<file path="config.mk">
export PLATFORM = sky130hd
export DESIGN_NAME = program_loader_flat
export DESIGN_NICKNAME = d
export VERILOG_FILES = /design/src/rtl/program_loader_if.sv /design/src/rtl/program_loader.sv /design/src/flat_wrapper.sv
export SDC_FILE = /design/constraint.sdc
export NUM_CORES = 1
export LEC_CHECK = 0
export BUFFER_PORTS_ARGS = -buffer_cell sky130_fd_sc_hd__buf_4
export CAP_MARGIN = 15
export CORE_MARGIN = 2
export CORE_UTILIZATION = 35
export CTS_CLUSTER_SIZE = 16
export DETAILED_ROUTE_END_ITERATION = 10
export GPL_TIMING_DRIVEN = 0
export SYNTH_ARGS = -nofsm -noshare
export SYNTH_HDL_FRONTEND = slang
export SYNTH_SLANG_ARGS = --single-unit
</file>
<file path="constraint.sdc">
create_clock -name clk -period 2.7 [get_ports clk]
set_clock_uncertainty 0.1 [all_clocks]
set_input_delay 0.27 -clock clk [delete_from_list [all_inputs] [get_ports clk]]
set_output_delay 0.27 -clock clk [all_outputs]
set_load 0.01 [all_outputs]
</file>
<file path="src/rtl/program_loader_if.sv">
// Host-link byte stream in, program-memory write port and CPU control out.
interface program_loader_if #(
    parameter int DATA_WIDTH = 32,
    parameter int LEN_WIDTH  = 6
);
    logic                  Start;
    logic                  Abort;
    logic [LEN_WIDTH-1:0]  WordCount;
    logic [7:0]            ByteIn;
    logic                  ByteValid;
    logic                  ByteReady;
    logic                  MemWrite;
    logic [DATA_WIDTH-1:0] MemAddress;
    logic [DATA_WIDTH-1:0] MemWriteData;
    logic                  CpuHold;
    logic                  Busy;
    logic                  Done;
    logic                  Error;

    modport master (
        output Start, Abort, WordCount, ByteIn, ByteValid,
        input  ByteReady, MemWrite, MemAddress, MemWriteData, CpuHold, Busy, Done, Error
    );

    modport slave (
        input  Start, Abort, WordCount, ByteIn, ByteValid,
        output ByteReady, MemWrite, MemAddress, MemWriteData, CpuHold, Busy, Done, Error
    );
endinterface

</file>
<file path="src/rtl/program_loader.sv">
// Assembles big-endian 32-bit words from a byte stream and writes them to
// program memory from address 0, holding the CPU off until the load completes.
//
// state   | meaning
// --------+------------------------------------------------------------
// S_IDLE  | waiting for Start; CPU runs
// S_LOAD  | accepting bytes of the current word
// S_WRITE | one-cycle memory write of the assembled word
// S_DONE  | one-cycle Done pulse, CPU still held
module program_loader #(
    parameter int MEMORY_DEPTH = 32,
    parameter int DATA_WIDTH   = 32,
    parameter int LEN_WIDTH    = 6
) (
    input  logic              clk,
    input  logic              reset,
    program_loader_if.slave   bus
);

    typedef enum logic [1:0] {S_IDLE, S_LOAD, S_WRITE, S_DONE} state_t;

    localparam logic [LEN_WIDTH-1:0] DEPTH_L = LEN_WIDTH'(MEMORY_DEPTH);
    localparam logic [LEN_WIDTH-1:0] ONE_L   = LEN_WIDTH'(1);

    state_t                  state, state_next;
    logic [1:0]              byte_cnt;
    logic [LEN_WIDTH-1:0]    word_idx;
    logic [LEN_WIDTH-1:0]    len;
    logic [DATA_WIDTH-9:0]   assy;
    logic [DATA_WIDTH-1:0]   mem_address;
    logic [DATA_WIDTH-1:0]   mem_data;
    logic                    error;

    logic len_ok, start_ok, start_bad, byte_xfer, word_full, last_word, abort_hit;

    assign len_ok    = (bus.WordCount != '0) && (bus.WordCount <= DEPTH_L);
    assign start_ok  = (state == S_IDLE) && bus.Start && len_ok;
    assign start_bad = (state == S_IDLE) && bus.Start && !len_ok;
    assign abort_hit = bus.Abort && ((state == S_LOAD) || (state == S_WRITE));
    assign byte_xfer = (state == S_LOAD) && bus.ByteValid && !bus.Abort;
    assign word_full = byte_xfer && (byte_cnt == 2'd3);
    assign last_word = (word_idx == len - ONE_L);

    always_ff @(posedge clk or negedge reset) begin
        if (!reset) state <= S_IDLE;
        else        state <= state_next;
    end

    always_comb begin
        state_next    = state;
        bus.ByteReady = 1'b0;
        bus.MemWrite  = 1'b0;
        bus.CpuHold   = 1'b0;
        bus.Busy      = 1'b0;
        bus.Done      = 1'b0;
        case (state)
            S_IDLE: begin
                if (start_ok) state_next = S_LOAD;
            end
            S_LOAD: begin
                bus.ByteReady = 1'b1;
                bus.CpuHold   = 1'b1;
                bus.Busy      = 1'b1;
                if (bus.Abort)      state_next = S_IDLE;
                else if (word_full) state_next = S_WRITE;
            end
            S_WRITE: begin
                // The write completes even when aborted; only the successor changes.
                bus.MemWrite = 1'b1;
                bus.CpuHold  = 1'b1;
                bus.Busy     = 1'b1;
                if (bus.Abort)      state_next = S_IDLE;
                else if (last_word) state_next = S_DONE;
                else                state_next = S_LOAD;
            end
            S_DONE: begin
                bus.Done    = 1'b1;
                bus.CpuHold = 1'b1;
                bus.Busy    = 1'b1;
                state_next  = S_IDLE;
            end
            default: state_next = S_IDLE;
        endcase
    end

    always_ff @(posedge clk or negedge reset) begin
        if (!reset) begin
            byte_cnt    <= '0;
            word_idx    <= '0;
            len         <= '0;
            assy        <= '0;
            mem_address <= '0;
            mem_data    <= '0;
            error       <= 1'b0;
        end else begin
            if (start_ok) begin
                len      <= bus.WordCount;
                error    <= 1'b0;
                byte_cnt <= '0;
                word_idx <= '0;
                assy     <= '0;
            end
            if (start_bad || abort_hit) error <= 1'b1;
            if (byte_xfer) begin
                assy     <= {assy[DATA_WIDTH-17:0], bus.ByteIn};
                byte_cnt <= byte_cnt + 2'd1;
            end
            if (word_full) begin
                mem_address <= {{(DATA_WIDTH-LEN_WIDTH-2){1'b0}}, word_idx, 2'b00};
                mem_data    <= {assy, bus.ByteIn};
            end
            if ((state == S_WRITE) && !bus.Abort && !last_word)
                word_idx <= word_idx + ONE_L;
        end
    end

    assign bus.MemAddress   = mem_address;
    assign bus.MemWriteData = mem_data;
    assign bus.Error        = error;

endmodule

</file>
<file path="src/flat_wrapper.sv">
// flat-port wrapper written by rule: the top's interface ports become plain ports
module program_loader_flat 
#(
    parameter int MEMORY_DEPTH = 32,
    parameter int DATA_WIDTH   = 32,
    parameter int LEN_WIDTH    = 6
)
  (clk, reset, bus_Start, bus_Abort, bus_WordCount, bus_ByteIn, bus_ByteValid, bus_ByteReady, bus_MemWrite, bus_MemAddress, bus_MemWriteData, bus_CpuHold, bus_Busy, bus_Done, bus_Error);
  program_loader_if #(.DATA_WIDTH(DATA_WIDTH), .LEN_WIDTH(LEN_WIDTH)) bus_i ();
  input  logic clk;
  input  logic reset;
  input wire logic [$bits(bus_i.Start)-1:0] bus_Start;
  input wire logic [$bits(bus_i.Abort)-1:0] bus_Abort;
  input wire logic [$bits(bus_i.WordCount)-1:0] bus_WordCount;
  input wire logic [$bits(bus_i.ByteIn)-1:0] bus_ByteIn;
  input wire logic [$bits(bus_i.ByteValid)-1:0] bus_ByteValid;
  output wire logic [$bits(bus_i.ByteReady)-1:0] bus_ByteReady;
  output wire logic [$bits(bus_i.MemWrite)-1:0] bus_MemWrite;
  output wire logic [$bits(bus_i.MemAddress)-1:0] bus_MemAddress;
  output wire logic [$bits(bus_i.MemWriteData)-1:0] bus_MemWriteData;
  output wire logic [$bits(bus_i.CpuHold)-1:0] bus_CpuHold;
  output wire logic [$bits(bus_i.Busy)-1:0] bus_Busy;
  output wire logic [$bits(bus_i.Done)-1:0] bus_Done;
  output wire logic [$bits(bus_i.Error)-1:0] bus_Error;
  assign bus_i.Start = bus_Start;
  assign bus_i.Abort = bus_Abort;
  assign bus_i.WordCount = bus_WordCount;
  assign bus_i.ByteIn = bus_ByteIn;
  assign bus_i.ByteValid = bus_ByteValid;
  assign bus_ByteReady = bus_i.ByteReady;
  assign bus_MemWrite = bus_i.MemWrite;
  assign bus_MemAddress = bus_i.MemAddress;
  assign bus_MemWriteData = bus_i.MemWriteData;
  assign bus_CpuHold = bus_i.CpuHold;
  assign bus_Busy = bus_i.Busy;
  assign bus_Done = bus_i.Done;
  assign bus_Error = bus_i.Error;
  program_loader #(.MEMORY_DEPTH(MEMORY_DEPTH), .DATA_WIDTH(DATA_WIDTH), .LEN_WIDTH(LEN_WIDTH)) u_core (.clk(clk), .reset(reset), .bus(bus_i));
endmodule
</file>
==> impl_metrics.ini <==
[global_routing]
grt_pass1_vias = 2452
grt_most_used_layer = met2
grt_pass1_wl_um = 12200
antenna_found_initial = 0
grt_util_met1 = 0.181
use_met2 = 0.217
grt_use_total = 0.139
grt_use_met3 = 0.0405
grt_max_degree = 80
grt_remaining_overflow = 0

[sta]
rsz0062_at_grt = no
hold_violations = 27
slew_viol_final = 0
tightest_slew_ns = 0.981
fin_crit_sh = 0.891
slew-limit-headroom = 0.346
max_freq_ghz = 0.416
setup_ws_ns = 0.294
finalHoldWorstSlack_ns = -0.0419
finalSetupViolations = 0
final.min_clock_period_ns = 2.41
fin_tns_setup_ns = 0

[route]
drt_iter0_drc = 100
wl_um = 7300
wire_per_inst_um = 14.0
dr.pass1.iters = 5
vias = 2417
postRouteAntennaNets = 0
drc = 0
via_per_inst = 4.64

[synth]
netlist_area_um2 = 3570
syn_avg_cell_area_um2 = 12.5
synth_top_area_frac = 0.554
synth_top_family_by_area = multiplexers
ys_types = 42
synth_edf_count = 0
synth_fa_ha_area_frac = 0.0281
synth_mux_area_frac = 0.122
synthTopCellsByArea = dfrtp_1 (55%), mux2_2 (11%), a22o_1 (6.1%), buf_4 (5.7%), ha_1 (2.8%)
yosys.area_share.simple = 0.0737
seq_area_frac_synth = 0.554
ys_ff_latch = 79
synth_ff_type = dfrtp_1
yosys-top-cells-count = dfrtp_1 (79), mux2_2 (34), buf_4 (27)
synth_warnings = 0
synth.most_common_cell = dfrtp_1
syn_inst = 285
async_flop_share = 1.00
synthXorXnorAreaFrac = 0.0172
yosysTopAreaCell = dfrtp_1
synth-compound-area-share = 0.117

[outcome]
status = finished, violations left
violations = negative hold slack

[power]
p_comb_frac = 0.339
p_seq_frac = 0.439
power.total_mw = 4.00
p_per_area_nw_per_um2 = 888
leakagePower_nw = 2.33
p_sw_mw = 1.37
switching_share = 0.343
internal-power_mw = 2.62
irDropWorstVdd_uv = 517
p_clk_frac = 0.222

[finish]
antenna_cells = 0
seq_area_um2 = 1980
multi_input_area_um2 = 1380
fin_nets = 410
fillCellCount = 931
area_delta_synth_final_pct = 26.2
final_layout_size_suffix_gt1_frac = 0.387
fin_util = 0.458

[die]
die_area_um2 = 11000
rows = 36
die_w_um = 105
initial_core_util = 0.363
core_area_um2 = 9820
io_pins = 89
dieHeight_um = 105

[run]
cap_violations = 0

[clocking]
numCtsBuffers = 9
clkLatencyLatePin_ns = 0.35
cts_max_level = 3
clkTransAtPathRegs_ns = 0.09
cts.sinks = 79
clockRootBuffer = clkbuf_8
cts_hold_buf = 0
postCtsSetupBuffers = 0
cts_tree = yes
cts_resized = 0
cts_max_path_buffers = 2

[critical_path]
start_kind = flip-flop
reg2reg_slack_ns = 0.29
path_max_fanout = 10
cpPeakStageDelay_ns = 0.43
cp.arrival_ns = 2.54
cp_slowest_cell = mux2_1
critical_path.cell_chain = inv_1 -> ha_1 -> nand2b_1 -> nor2_4 -> nand2_1 -> buf_1 -> mux2_1
cp.required_ns = 2.84
end_kind = flip-flop
setup.worst_path.class = flip-flop to flip-flop

[placed_design]
io_buffers = 62
gp_congestion = 0.791
dp_hpwl_um = 5240
place_ws_ns = 0.0518

[hold_path]
hold_path.class = input pin to asynchronous set/reset pin
-- path summary, 6_finish.rpt --
kind,from,endpoint,cells after the start
max in group asynchronous,reset,u_core.bus.MemAddress[6],1
hold reg to reg,u_core.assy[21],u_core.assy[21],1
setup / recovery,u_core.state[1],u_core.bus.MemWriteData[0],7
min in group clk,bus_WordCount[2],u_core.len[2],3
setup reg to reg,u_core.state[1],u_core.bus.MemWriteData[0],7
hold / removal,reset,u_core.bus.MemWriteData[14],1
-- state kept, by name, summed over array words and instances (netlist names) --
signal and flops:
u_core.len 6, u_core.bus.MemAddress 6, u_core.bus.Error 1, u_core.bus.MemWriteData 32
u_core.state 2, u_core.assy 24, u_core.byte_cnt 2, u_core.word_idx 6
-- area by class of cell --
type / instances / area share
buffer: 36 / 0.0578
sequential: 79 / 0.439
multi-input combinational: 182 / 0.306
timing repair buffer: 62 / 0.103
clock buffer: 9 / 0.0275
tap: 133 / 0.0370
inverter: 13 / 0.0108
clock inverter: 7 / 0.0178
-- power by group through the flow --
stage                     logic [mW]  registers, mW  clock network, mW
after floorplan                0.845           1.76                  0
after CTS                       1.36           1.75              0.916
final                           1.35           1.75              0.887
after detailed placement        1.36           1.77                  0
after global placement          1.33           1.76                  0
after global routing            1.50           1.80              0.964
-- placed cells by master (no fill, tap or decap), types with 3 or more instances in the layout --
cell | Yosys | routed
nand2b_1 | 5 | 5
a22o_1 | 25 | 25
o221ai_1 | 3 | 3
buf_1 | 3 | 3
xnor2_1 | 5 | 5
o21ai_0 | 10 | 10
mux2_2 | 34 | 34
buf_4 | 27 | 89
clkbuf_1 | 3 | 3
conb_1 | 1 | 26
ha_1 | 8 | 8
dfrtp_1 | 79 | 79
nand2_1 | 23 | 23
mux2i_1 | 3 | 3
clkbuf_8 | 0 | 9
inv_1 | 13 | 13
nor3_1 | 5 | 5
a21oi_1 | 3 | 3
-- through the flow --
step	instance area (µm²)	hold WS [ns]	std cells
global route	4500	0.0323	521
finish	4500	-0.0419	521
CTS	4500	0.00952	521
global placement	4290	0.371	505
detailed placement	4290	0.379	505
floorplan	3660	-0.126	310
-- metal layers --
layer | part of all wire | vias to the layer above
met3 | 0.061 | 7
met1 | 0.46 | 1171
met4 | 0.013 | 0
met5 | 0 | -
met2 | 0.46 | 84
li1 | - | 1155
-- worst max-delay path, delay by kind of cell (launching register included) --
| family | cells | cell delay (ns) |
|---|---|---|
| buffers and inverters | 2 | 0.53 |
| multiplexers | 1 | 0.43 |
| AND/OR/NAND/NOR | 3 | 0.63 |
| flip-flops | 1 | 0.40 |
| adder cells (fa/ha/maj) | 1 | 0.21 |
-- kinds of logic after synthesis --
group                      after synthesis
AOI/OAI and AO/OA                       54
xor gates and xnor gates                 7
adders and majority gates                8
buffers and inverters                   49
muxes                                   39
and+or+nand+nor                         48
other                                    1
DFF                                     79
(Power assumes the default switching activity.)
